$ cat config.mk
export PLATFORM = sky130hd
export DESIGN_NAME = trigger_network_ctrl_flat
export DESIGN_NICKNAME = d
export VERILOG_FILES = /design/src/rtl/trigger_network_ctrl_if.sv /design/src/rtl/trigger_network_ctrl.sv /design/src/flat_wrapper.sv
export SDC_FILE = /design/constraint.sdc
export NUM_CORES = 1
export LEC_CHECK = 0
export CAP_MARGIN = 10
export CORE_UTILIZATION = 37
export CTS_CLUSTER_SIZE = 28
export DETAILED_ROUTE_END_ITERATION = 10
export HOLD_SLACK_MARGIN = 0.06
export PLACE_DENSITY = 0.9
export SYNTH_ARGS = -nofsm -noshare
export SYNTH_HDL_FRONTEND = slang
export SYNTH_SLANG_ARGS = --single-unit
$ cat constraint.sdc
create_clock -name ap_clk -period 2.8 [get_ports ap_clk]
set_input_delay 0.7 -clock ap_clk [delete_from_list [all_inputs] [get_ports ap_clk]]
set_output_delay 0.7 -clock ap_clk [all_outputs]
set_load 0.02 [all_outputs]
$ cat src/rtl/trigger_network_ctrl_if.sv
// ---------------------------------------------------------------------------
// trigger_network_ctrl_if
//
// Bundles the kernel-control handshake, the per-actor trigger bus and the
// aggregated sleep/sync qualifiers used by trigger_network_ctrl.
//
// Modports:
//   master : the network controller (drives ap_done/ap_ready/ap_idle,
//            trig_start, the aggregates and sync_rounds)
//   slave  : the surrounding kernel control plus the trigger instances
//            (drives ap_start and the per-trigger status vectors)
//
// Signals:
//   ap_start, ap_done, ap_ready, ap_idle : ap_ctrl_hs kernel handshake
//   trig_start     [NUM_ACTORS] : broadcast start to every trigger
//   trig_done      [NUM_ACTORS] : each trigger's ap_done
//   trig_sleep     [NUM_ACTORS] : each trigger's sleep flag
//   trig_sync_exec [NUM_ACTORS] : each trigger's sync_exec flag
//   trig_sync_wait [NUM_ACTORS] : each trigger's sync_wait flag
//   all_sleep, all_sync, all_sync_wait : registered network-wide ANDs
//   sync_rounds    [32]         : completed sync-round count
// ---------------------------------------------------------------------------
interface trigger_network_ctrl_if #(
    parameter int NUM_ACTORS = 4
);
    logic                  ap_start;
    logic                  ap_done;
    logic                  ap_ready;
    logic                  ap_idle;
    logic [NUM_ACTORS-1:0] trig_start;
    logic [NUM_ACTORS-1:0] trig_done;
    logic [NUM_ACTORS-1:0] trig_sleep;
    logic [NUM_ACTORS-1:0] trig_sync_exec;
    logic [NUM_ACTORS-1:0] trig_sync_wait;
    logic                  all_sleep;
    logic                  all_sync;
    logic                  all_sync_wait;
    logic [31:0]           sync_rounds;

    modport master (
        input  ap_start,
        input  trig_done,
        input  trig_sleep,
        input  trig_sync_exec,
        input  trig_sync_wait,
        output ap_done,
        output ap_ready,
        output ap_idle,
        output trig_start,
        output all_sleep,
        output all_sync,
        output all_sync_wait,
        output sync_rounds
    );

    modport slave (
        output ap_start,
        output trig_done,
        output trig_sleep,
        output trig_sync_exec,
        output trig_sync_wait,
        input  ap_done,
        input  ap_ready,
        input  ap_idle,
        input  trig_start,
        input  all_sleep,
        input  all_sync,
        input  all_sync_wait,
        input  sync_rounds
    );
endinterface

$ cat src/rtl/trigger_network_ctrl.sv
// ---------------------------------------------------------------------------
// trigger_network_ctrl
//
// Network-level controller for NUM_ACTORS per-actor trigger FSMs. Accepts the
// kernel start, broadcasts a one-cycle start to all triggers, collects every
// trigger's done into a sticky done_seen mask and reports network completion
// with a one-cycle ap_done/ap_ready pulse. Independently of the FSM it
// registers the network-wide sleep/sync qualifiers every cycle.
//
// Ports:
//   ap_clk : clock
//   ap_rst : asynchronous, active-high reset
//   bus    : trigger_network_ctrl_if.master (handshake, trigger bus,
//            aggregates, sync_rounds)
//
// Parameter:
//   NUM_ACTORS : number of trigger instances (1..64); must match bus.
//
// Build option:
//   TRIGGER_NET_SYNC_COUNT_EN : when defined, sync_rounds counts 0->1 edges
//   of the registered all_sync (cleared in START); otherwise it is tied to 0.
//
// All outputs come straight from flops; no input reaches an output
// combinationally.
// ---------------------------------------------------------------------------
module trigger_network_ctrl #(
    parameter int NUM_ACTORS = 4
) (
    input  logic                   ap_clk,
    input  logic                   ap_rst,
    trigger_network_ctrl_if.master bus
);

    typedef enum logic [1:0] {
        S_IDLE  = 2'd0,
        S_START = 2'd1,
        S_RUN   = 2'd2,
        S_DONE  = 2'd3
    } state_t;

    state_t                state;
    logic                  ap_idle_q;
    logic                  ap_done_q;
    logic [NUM_ACTORS-1:0] trig_start_q;
    logic [NUM_ACTORS-1:0] done_seen;
    logic [NUM_ACTORS-1:0] done_acc;
    logic                  all_sleep_q;
    logic                  all_sync_q;
    logic                  all_sync_wait_q;

    // Completion includes dones arriving in the same cycle as the check.
    assign done_acc = done_seen | bus.trig_done;

    // -----------------------------------------------------------------------
    // Controller FSM with registered outputs.
    // NOTE: sequential state uses non-blocking assignments so every flop
    // samples pre-edge values regardless of statement order.
    // -----------------------------------------------------------------------
    always_ff @(posedge ap_clk or posedge ap_rst) begin
        if (ap_rst) begin
            state        <= S_IDLE;
            ap_idle_q    <= 1'b1;
            ap_done_q    <= 1'b0;
            trig_start_q <= '0;
            done_seen    <= '0;
        end else begin
            case (state)
                S_IDLE: begin
                    if (bus.ap_start) begin
                        state        <= S_START;
                        ap_idle_q    <= 1'b0;
                        trig_start_q <= '1;
                    end
                end
                S_START: begin
                    state        <= S_RUN;
                    trig_start_q <= '0;
                    done_seen    <= '0;
                end
                S_RUN: begin
                    // trig_done is only trusted here: idle triggers hold
                    // ap_done high, so it is meaningless in other states.
                    done_seen <= done_acc;
                    if (&done_acc) begin
                        state     <= S_DONE;
                        ap_done_q <= 1'b1;
                    end
                end
                S_DONE: begin
                    state     <= S_IDLE;
                    ap_done_q <= 1'b0;
                    ap_idle_q <= 1'b1;
                end
                default: begin
                    state        <= S_IDLE;
                    ap_idle_q    <= 1'b1;
                    ap_done_q    <= 1'b0;
                    trig_start_q <= '0;
                end
            endcase
        end
    end

    // -----------------------------------------------------------------------
    // Aggregates: one register stage so every consumer sees the same value
    // in the same cycle. Computed in every state.
    // -----------------------------------------------------------------------
    always_ff @(posedge ap_clk or posedge ap_rst) begin
        if (ap_rst) begin
            all_sleep_q     <= 1'b0;
            all_sync_q      <= 1'b0;
            all_sync_wait_q <= 1'b0;
        end else begin
            all_sleep_q     <= &bus.trig_sleep;
            all_sync_q      <= &(bus.trig_sync_exec | bus.trig_sync_wait);
            all_sync_wait_q <= &bus.trig_sync_wait;
        end
    end

`ifdef TRIGGER_NET_SYNC_COUNT_EN
    // -----------------------------------------------------------------------
    // Sync-round counter: counts 0->1 edges of the registered all_sync.
    // A clear in START wins over a coincident increment.
    // -----------------------------------------------------------------------
    logic        all_sync_d;
    logic [31:0] sync_rounds_q;

    always_ff @(posedge ap_clk or posedge ap_rst) begin
        if (ap_rst) begin
            all_sync_d    <= 1'b0;
            sync_rounds_q <= '0;
        end else begin
            all_sync_d <= all_sync_q;
            if (state == S_START) begin
                sync_rounds_q <= '0;
            end else if (all_sync_q && !all_sync_d) begin
                sync_rounds_q <= sync_rounds_q + 32'd1;
            end
        end
    end

    assign bus.sync_rounds = sync_rounds_q;
`else
    assign bus.sync_rounds = '0;
`endif

    assign bus.ap_idle       = ap_idle_q;
    assign bus.ap_done       = ap_done_q;
    assign bus.ap_ready      = ap_done_q;
    assign bus.trig_start    = trig_start_q;
    assign bus.all_sleep     = all_sleep_q;
    assign bus.all_sync      = all_sync_q;
    assign bus.all_sync_wait = all_sync_wait_q;

endmodule

$ cat src/flat_wrapper.sv
// flat-port wrapper written by rule: the top's interface ports become plain ports
module trigger_network_ctrl_flat 
#(
    parameter int NUM_ACTORS = 4
)
  (ap_clk, ap_rst, bus_ap_start, bus_trig_done, bus_trig_sleep, bus_trig_sync_exec, bus_trig_sync_wait, bus_ap_done, bus_ap_ready, bus_ap_idle, bus_trig_start, bus_all_sleep, bus_all_sync, bus_all_sync_wait, bus_sync_rounds);
  trigger_network_ctrl_if #(.NUM_ACTORS(NUM_ACTORS)) bus_i ();
  input  logic ap_clk;
  input  logic ap_rst;
  input wire logic [$bits(bus_i.ap_start)-1:0] bus_ap_start;
  input wire logic [$bits(bus_i.trig_done)-1:0] bus_trig_done;
  input wire logic [$bits(bus_i.trig_sleep)-1:0] bus_trig_sleep;
  input wire logic [$bits(bus_i.trig_sync_exec)-1:0] bus_trig_sync_exec;
  input wire logic [$bits(bus_i.trig_sync_wait)-1:0] bus_trig_sync_wait;
  output wire logic [$bits(bus_i.ap_done)-1:0] bus_ap_done;
  output wire logic [$bits(bus_i.ap_ready)-1:0] bus_ap_ready;
  output wire logic [$bits(bus_i.ap_idle)-1:0] bus_ap_idle;
  output wire logic [$bits(bus_i.trig_start)-1:0] bus_trig_start;
  output wire logic [$bits(bus_i.all_sleep)-1:0] bus_all_sleep;
  output wire logic [$bits(bus_i.all_sync)-1:0] bus_all_sync;
  output wire logic [$bits(bus_i.all_sync_wait)-1:0] bus_all_sync_wait;
  output wire logic [$bits(bus_i.sync_rounds)-1:0] bus_sync_rounds;
  assign bus_i.ap_start = bus_ap_start;
  assign bus_i.trig_done = bus_trig_done;
  assign bus_i.trig_sleep = bus_trig_sleep;
  assign bus_i.trig_sync_exec = bus_trig_sync_exec;
  assign bus_i.trig_sync_wait = bus_trig_sync_wait;
  assign bus_ap_done = bus_i.ap_done;
  assign bus_ap_ready = bus_i.ap_ready;
  assign bus_ap_idle = bus_i.ap_idle;
  assign bus_trig_start = bus_i.trig_start;
  assign bus_all_sleep = bus_i.all_sleep;
  assign bus_all_sync = bus_i.all_sync;
  assign bus_all_sync_wait = bus_i.all_sync_wait;
  assign bus_sync_rounds = bus_i.sync_rounds;
  trigger_network_ctrl #(.NUM_ACTORS(NUM_ACTORS)) u_core (.ap_clk(ap_clk), .ap_rst(ap_rst), .bus(bus_i));
endmodule
## Word-level counts from Yosys, hierarchy flattened

Cells that the tools add are included.

| storage, ports and cells | value |
|---|---|
| register bits | 15 |
| input bits | 19 |
| output and inout port bits | 42 |
| word-level logic and storage cells | 38 |

| operators by class | value |
|---|---|
| equal/unequal tests | 5 |
| mux-type cells | 10 |
| bitwise gates (word level) | 2 |
| reductions and logical operators | 13 |

Operators with widths:

| cell | count |
|---|---|
| $pmux W4 S2 | 2 |
| $reduce_and A4 Y1 | 4 |
| $or A4 B4 Y4 | 2 |
| $pmux W2 S4 | 1 |
| $reduce_and A2 Y1 | 4 |
| $reduce_bool A2 Y1 | 4 |
| $eq A2 B2 Y1 const B | 2 |
| $mux W2 | 2 |
| $mux W4 | 1 |
| $pmux W1 S2 | 2 |
| $eq A2 B1 Y1 const B | 1 |
| $logic_not A2 Y1 | 1 |
| $mux W1 | 2 |
| $ne A2 B1 Y1 const B | 1 |
| $ne A2 B2 Y1 const B | 1 |

## Longest topological paths before layout

| logic depth | value |
|---|---|
| depth in word-level cells | 4 |
| mapped depth | 5 |
| mapped depth without buffers | 5 |

## Least setup slack after synthesis

OpenSTA, ideal clock, no wires.

| timing | value |
|---|---|
| path kind | flip-flop to output port |
| start point | register, netlist name u_core.bus.trig_start[2] |
| end point | output port bus_trig_start[1] |
| data arrival time | 665 ps |
| data required time | 2100 ps |
| slack | 1435 ps |
| cell stages (with the launch flop) | 2 |
| buffers on the path | 1 |
| cell sequence | dfrtp_1 buf_4 |

RTL lines:

| element | RTL line | RTL |
|---|---|---|
| end: declaration | flat_wrapper.sv:18 | `output wire logic [$bits(bus_i.trig_start)-1:0] bus_trig_start;` |

## Worst setup path after layout

| timing | value |
|---|---|
| start point | register u_core.ap_idle_q, in the netlist u_core.bus.ap_idle |
| end point | output port bus_ap_idle |

RTL lines:

| element | RTL line | RTL |
|---|---|---|
| start: declaration | trigger_network_ctrl.sv:42 | `logic ap_idle_q;` |
| start signal: assignment | trigger_network_ctrl.sv:62 | `ap_idle_q <= 1'b1;` |
| start signal: assignment | trigger_network_ctrl.sv:71 | `ap_idle_q <= 1'b0;` |
| start signal: assignment | trigger_network_ctrl.sv:92 | `ap_idle_q <= 1'b1;` |
| end: declaration | flat_wrapper.sv:17 | `output wire logic [$bits(bus_i.ap_idle)-1:0] bus_ap_idle;` |

No word-level cell between the ends.

==> results.py <==
metrics = {
    "synth": {
        "synth_commonest_cells": "buf_4 (36), dfrtp_1 (11), nor2_1 (6), a21oi_1 (5), o22ai_1 (5)",
        "synthMuxAreaShare_pct": 2.33,
        "synth-seq-area-share_pct": 35.1,
        "synthSimpleGateAreaFrac_pct": 10.9,
        "synth_edf_count": 0,
        "syn-instance-count": 91,
        "synthAdderAreaFrac_pct": 5.82,
        "yosys_warnings": 0,
        "ys_async_sr_fraction_pct": 100,
        "yosysTopAreaCell": "dfrtp_1",
        "ys_types": 24,
        "synth_xor_area_share_pct": 0,
        "synth_top_family_by_area": "buffers and inverters",
        "synth_compound_area_share_pct": 12.7,
        "syn_avg_cell_area_um2": 9.45,
        "syn-cell-area_um2": 860,
        "synth_top_area_share_pct": 32.0,
        "ys_ff_latch": 12,
        "synth.most_common_cell": "buf_4",
        "ys.flop_type": "dfrtp_1",
        "ys_top_cells_by_area": "dfrtp_1 (32%), buf_4 (31%), ha_1 (5.8%), o22ai_1 (3.6%), dfstp_2 (3.1%)",
    },
    "setup_path": {
        "cp.depth": 1,
        "critical_path.top_delay_family": "buffers and inverters",
        "startpoint": "u_core.bus.ap_idle$_DFFE_PP1P_",
        "endpoint_kind": "primary output",
        "path_cells": "clkdlybuf4s50_1",
        "crit_buf_inv": 1,
        "max_stage_delay_ns": 0.60,
        "r2r_end": "u_core.state[1]$_DFFE_PP0P_",
        "worst-r2r-cell-count": 5,
        "crit_required_ns": 2.10,
        "crit_type": "flop to primary output",
        "slowest_stage": "clkdlybuf4s50_1",
        "r2r-start": "u_core.state[0]$_DFFE_PP0P_",
        "endpoint": "bus_ap_idle",
        "critPathArrivalTime_ns": 1.43,
        "worst_setup_path_start_kind": "flop",
        "rrSetupSlack_ns": 1.28,
        "crit_fanout": 3,
    },
    "die": {
        "start_util_pct": 39.2,
        "core_mm2": 0.00219,
        "rows": 17,
        "io_pins": 61,
        "die_y_um": 50.2,
        "die_w_um": 50.2,
        "die_area_mm2": 0.00252,
    },
    "timing": {
        "hold_viol_final": 0,
        "clock.fmax_mhz": 470,
        "fin_setup_tns_ns": 0,
        "rsz0062_at_grt": "false",
        "post-route-period-util_pct": 76.0,
        "fin_ws_ns": 0.673,
        "setup_violations": 0,
        "maxSlewViolCount": 0,
        "fin_skew_ns": 0.00290,
        "fin_crit_ns": 2.13,
    },
    "pwr": {
        "leakage_nw": 0.506,
        "p_int_mw": 0.573,
        "power_density_mw_per_mm2": 946,
        "seqPwrFrac_pct": 31.4,
        "vdd_ir_drop_max_mv": 0.417,
        "clockPowerShare_pct": 13.9,
        "combPwrFrac_pct": 54.7,
        "switchingPower_mw": 0.428,
        "swShare_pct": 42.7,
    },
    "clock_tree": {
        "cts.path.max_buffers": 2,
        "cts-root-buf": "clkbuf_4",
        "cts_resized": 0,
        "clkSinkCount": 12,
        "h-tree-depth": 1,
        "numCtsBuffers": 3,
        "cts_tree": "built",
        "clk_pin_slew_ns": 0.08,
        "postCtsHoldBufs": 0,
        "postCtsSetupRepairBufs": 0,
        "clk_latency_ns": 0.28,
    },
    "status": {
        "status": "complete, no violations",
    },
    "grt": {
        "antenna_found_initial": 0,
        "grt_pass1_vias": 613,
        "grt_max_degree": 13,
        "grt_overflow": 0,
        "grt_usage_pct": 13.4,
        "grt_pass1_wl_mm": 2.48,
    },
    "detailed_routing": {
        "num_vias": 644,
        "post-route-drc-count": 0,
        "drt-total-wl_mm": 1.52,
        "first_iter_violations": 14,
        "drt_first_pass_iters": 4,
        "viasPerCell": 4.41,
        "wl_per_cell_um": 10.4,
        "postRouteAntennaNets": 0,
    },
    "place": {
        "port_buffers": 28,
        "placed_area_mm2": 0.00102,
        "dp_slack_ns": 0.855,
        "place_inst": 142,
        "hpwl_mm": 1.28,
        "gp_congestion": 0.715,
    },
    "job": {
        "maxCapViolCount": 0,
    },
    "finish": {
        "diodes": 0,
        "design_area_mm2": 0.00106,
        "nets": 142,
        "fin_cells": 146,
        "syn2layout_area_growth_pct": 23.0,
        "fillerInstances": 210,
        "drive_gt1_share_pct": 6.78,
    },
    "worst_hold_path": {
        "hold_class": "flop to flop",
    },
}
-- power by group through the flow --
stage,clock network [mW],logic [mW],registers [mW]
floorplan,0,0.402,0.330
global placement,0,0.520,0.306
detailed placement,0,0.550,0.315
CTS,0.145,0.550,0.313
global route,0.155,0.589,0.324
finish,0.139,0.547,0.314
-- per-stage QoR --
step,hold slack (ns),utilization (%),power [mW]
detailed placement,0.518,46.6,0.865
global route,0.563,48.3,1.07
global placement,0.487,46.6,0.826
floorplan,0.485,-,0.732
finish,0.521,48.3,1.00
CTS,0.531,48.3,1.01
-- area by class of cell --
class,count,area [µm²],area share [%]
multi-input cells,71,393,37.2
well taps,28,35.0,3.31
flip-flops and latches,12,302,28.5
clock buffers,4,36.3,3.43
inverters,3,11.3,1.07
repair buffers,28,280,26.5
-- layer usage --
layer | global-route usage (%) | vias to the layer above | share of wire [%]
met4 | 8.10 | 0 | 1.2
met2 | 26.4 | 45 | 55
li1 | - | 298 | -
met3 | 3.03 | 3 | 7.8
met5 | 0 | - | 0
met1 | 11.9 | 298 | 36
-- cells by family after synthesis --
family	after synthesis
flops	12
compound gates	16
mux	2
simple gates	17
fa+ha+maj	4
other cells	1
buf+inv	39
-- cells in the final DEF, fill, tap and decap left out --
cell and count:
nor2b_1 1, clkbuf_8 1, ha_1 4, o2bb2ai_1 1
clkbuf_4 3, dfrtp_1 11, nor2_1 6, nand3_1 1
conb_1 32, and4_1 2, inv_1 3, nand2b_1 1
nor4b_1 1, clkdlybuf4s50_1 28, o22ai_1 5, and2b_1 1
a21oi_1 5, nand2_2 1, mux2i_1 2, o211ai_1 1
nand4_1 1, dfstp_2 1, o22a_2 2, a31oi_1 1
a311o_1 1, nand2_1 2
-- registers in the layout (all words and copies together) (netlist names) --
name,flops
u_core.bus.all_sleep,1
u_core.done_seen,4
u_core.bus.all_sync_wait,1
u_core.bus.trig_start,1
u_core.bus.ap_done,1
u_core.bus.all_sync,1
u_core.bus.ap_idle,1
u_core.state,2
-- worst min path at each step --
stage	cells after the start	end	startpoint	slack, ns
after global routing	2	u_core.done_seen[0]$_DFFE_PP0P_	u_core.done_seen[0]$_DFFE_PP0P_	0.56
after detailed placement	2	u_core.bus.ap_idle$_DFFE_PP1P_	u_core.bus.ap_idle$_DFFE_PP1P_	0.52
after global placement	2	u_core.bus.ap_idle$_DFFE_PP1P_	u_core.bus.ap_idle$_DFFE_PP1P_	0.49
after floorplan	2	u_core.done_seen[0]$_DFFE_PP0P_	u_core.done_seen[0]$_DFFE_PP0P_	0.48
after CTS	2	u_core.bus.ap_idle$_DFFE_PP1P_	u_core.bus.ap_idle$_DFFE_PP1P_	0.53
final	2	u_core.bus.ap_idle$_DFFE_PP1P_	u_core.bus.ap_idle$_DFFE_PP1P_	0.52
(Power assumes the default switching activity.)
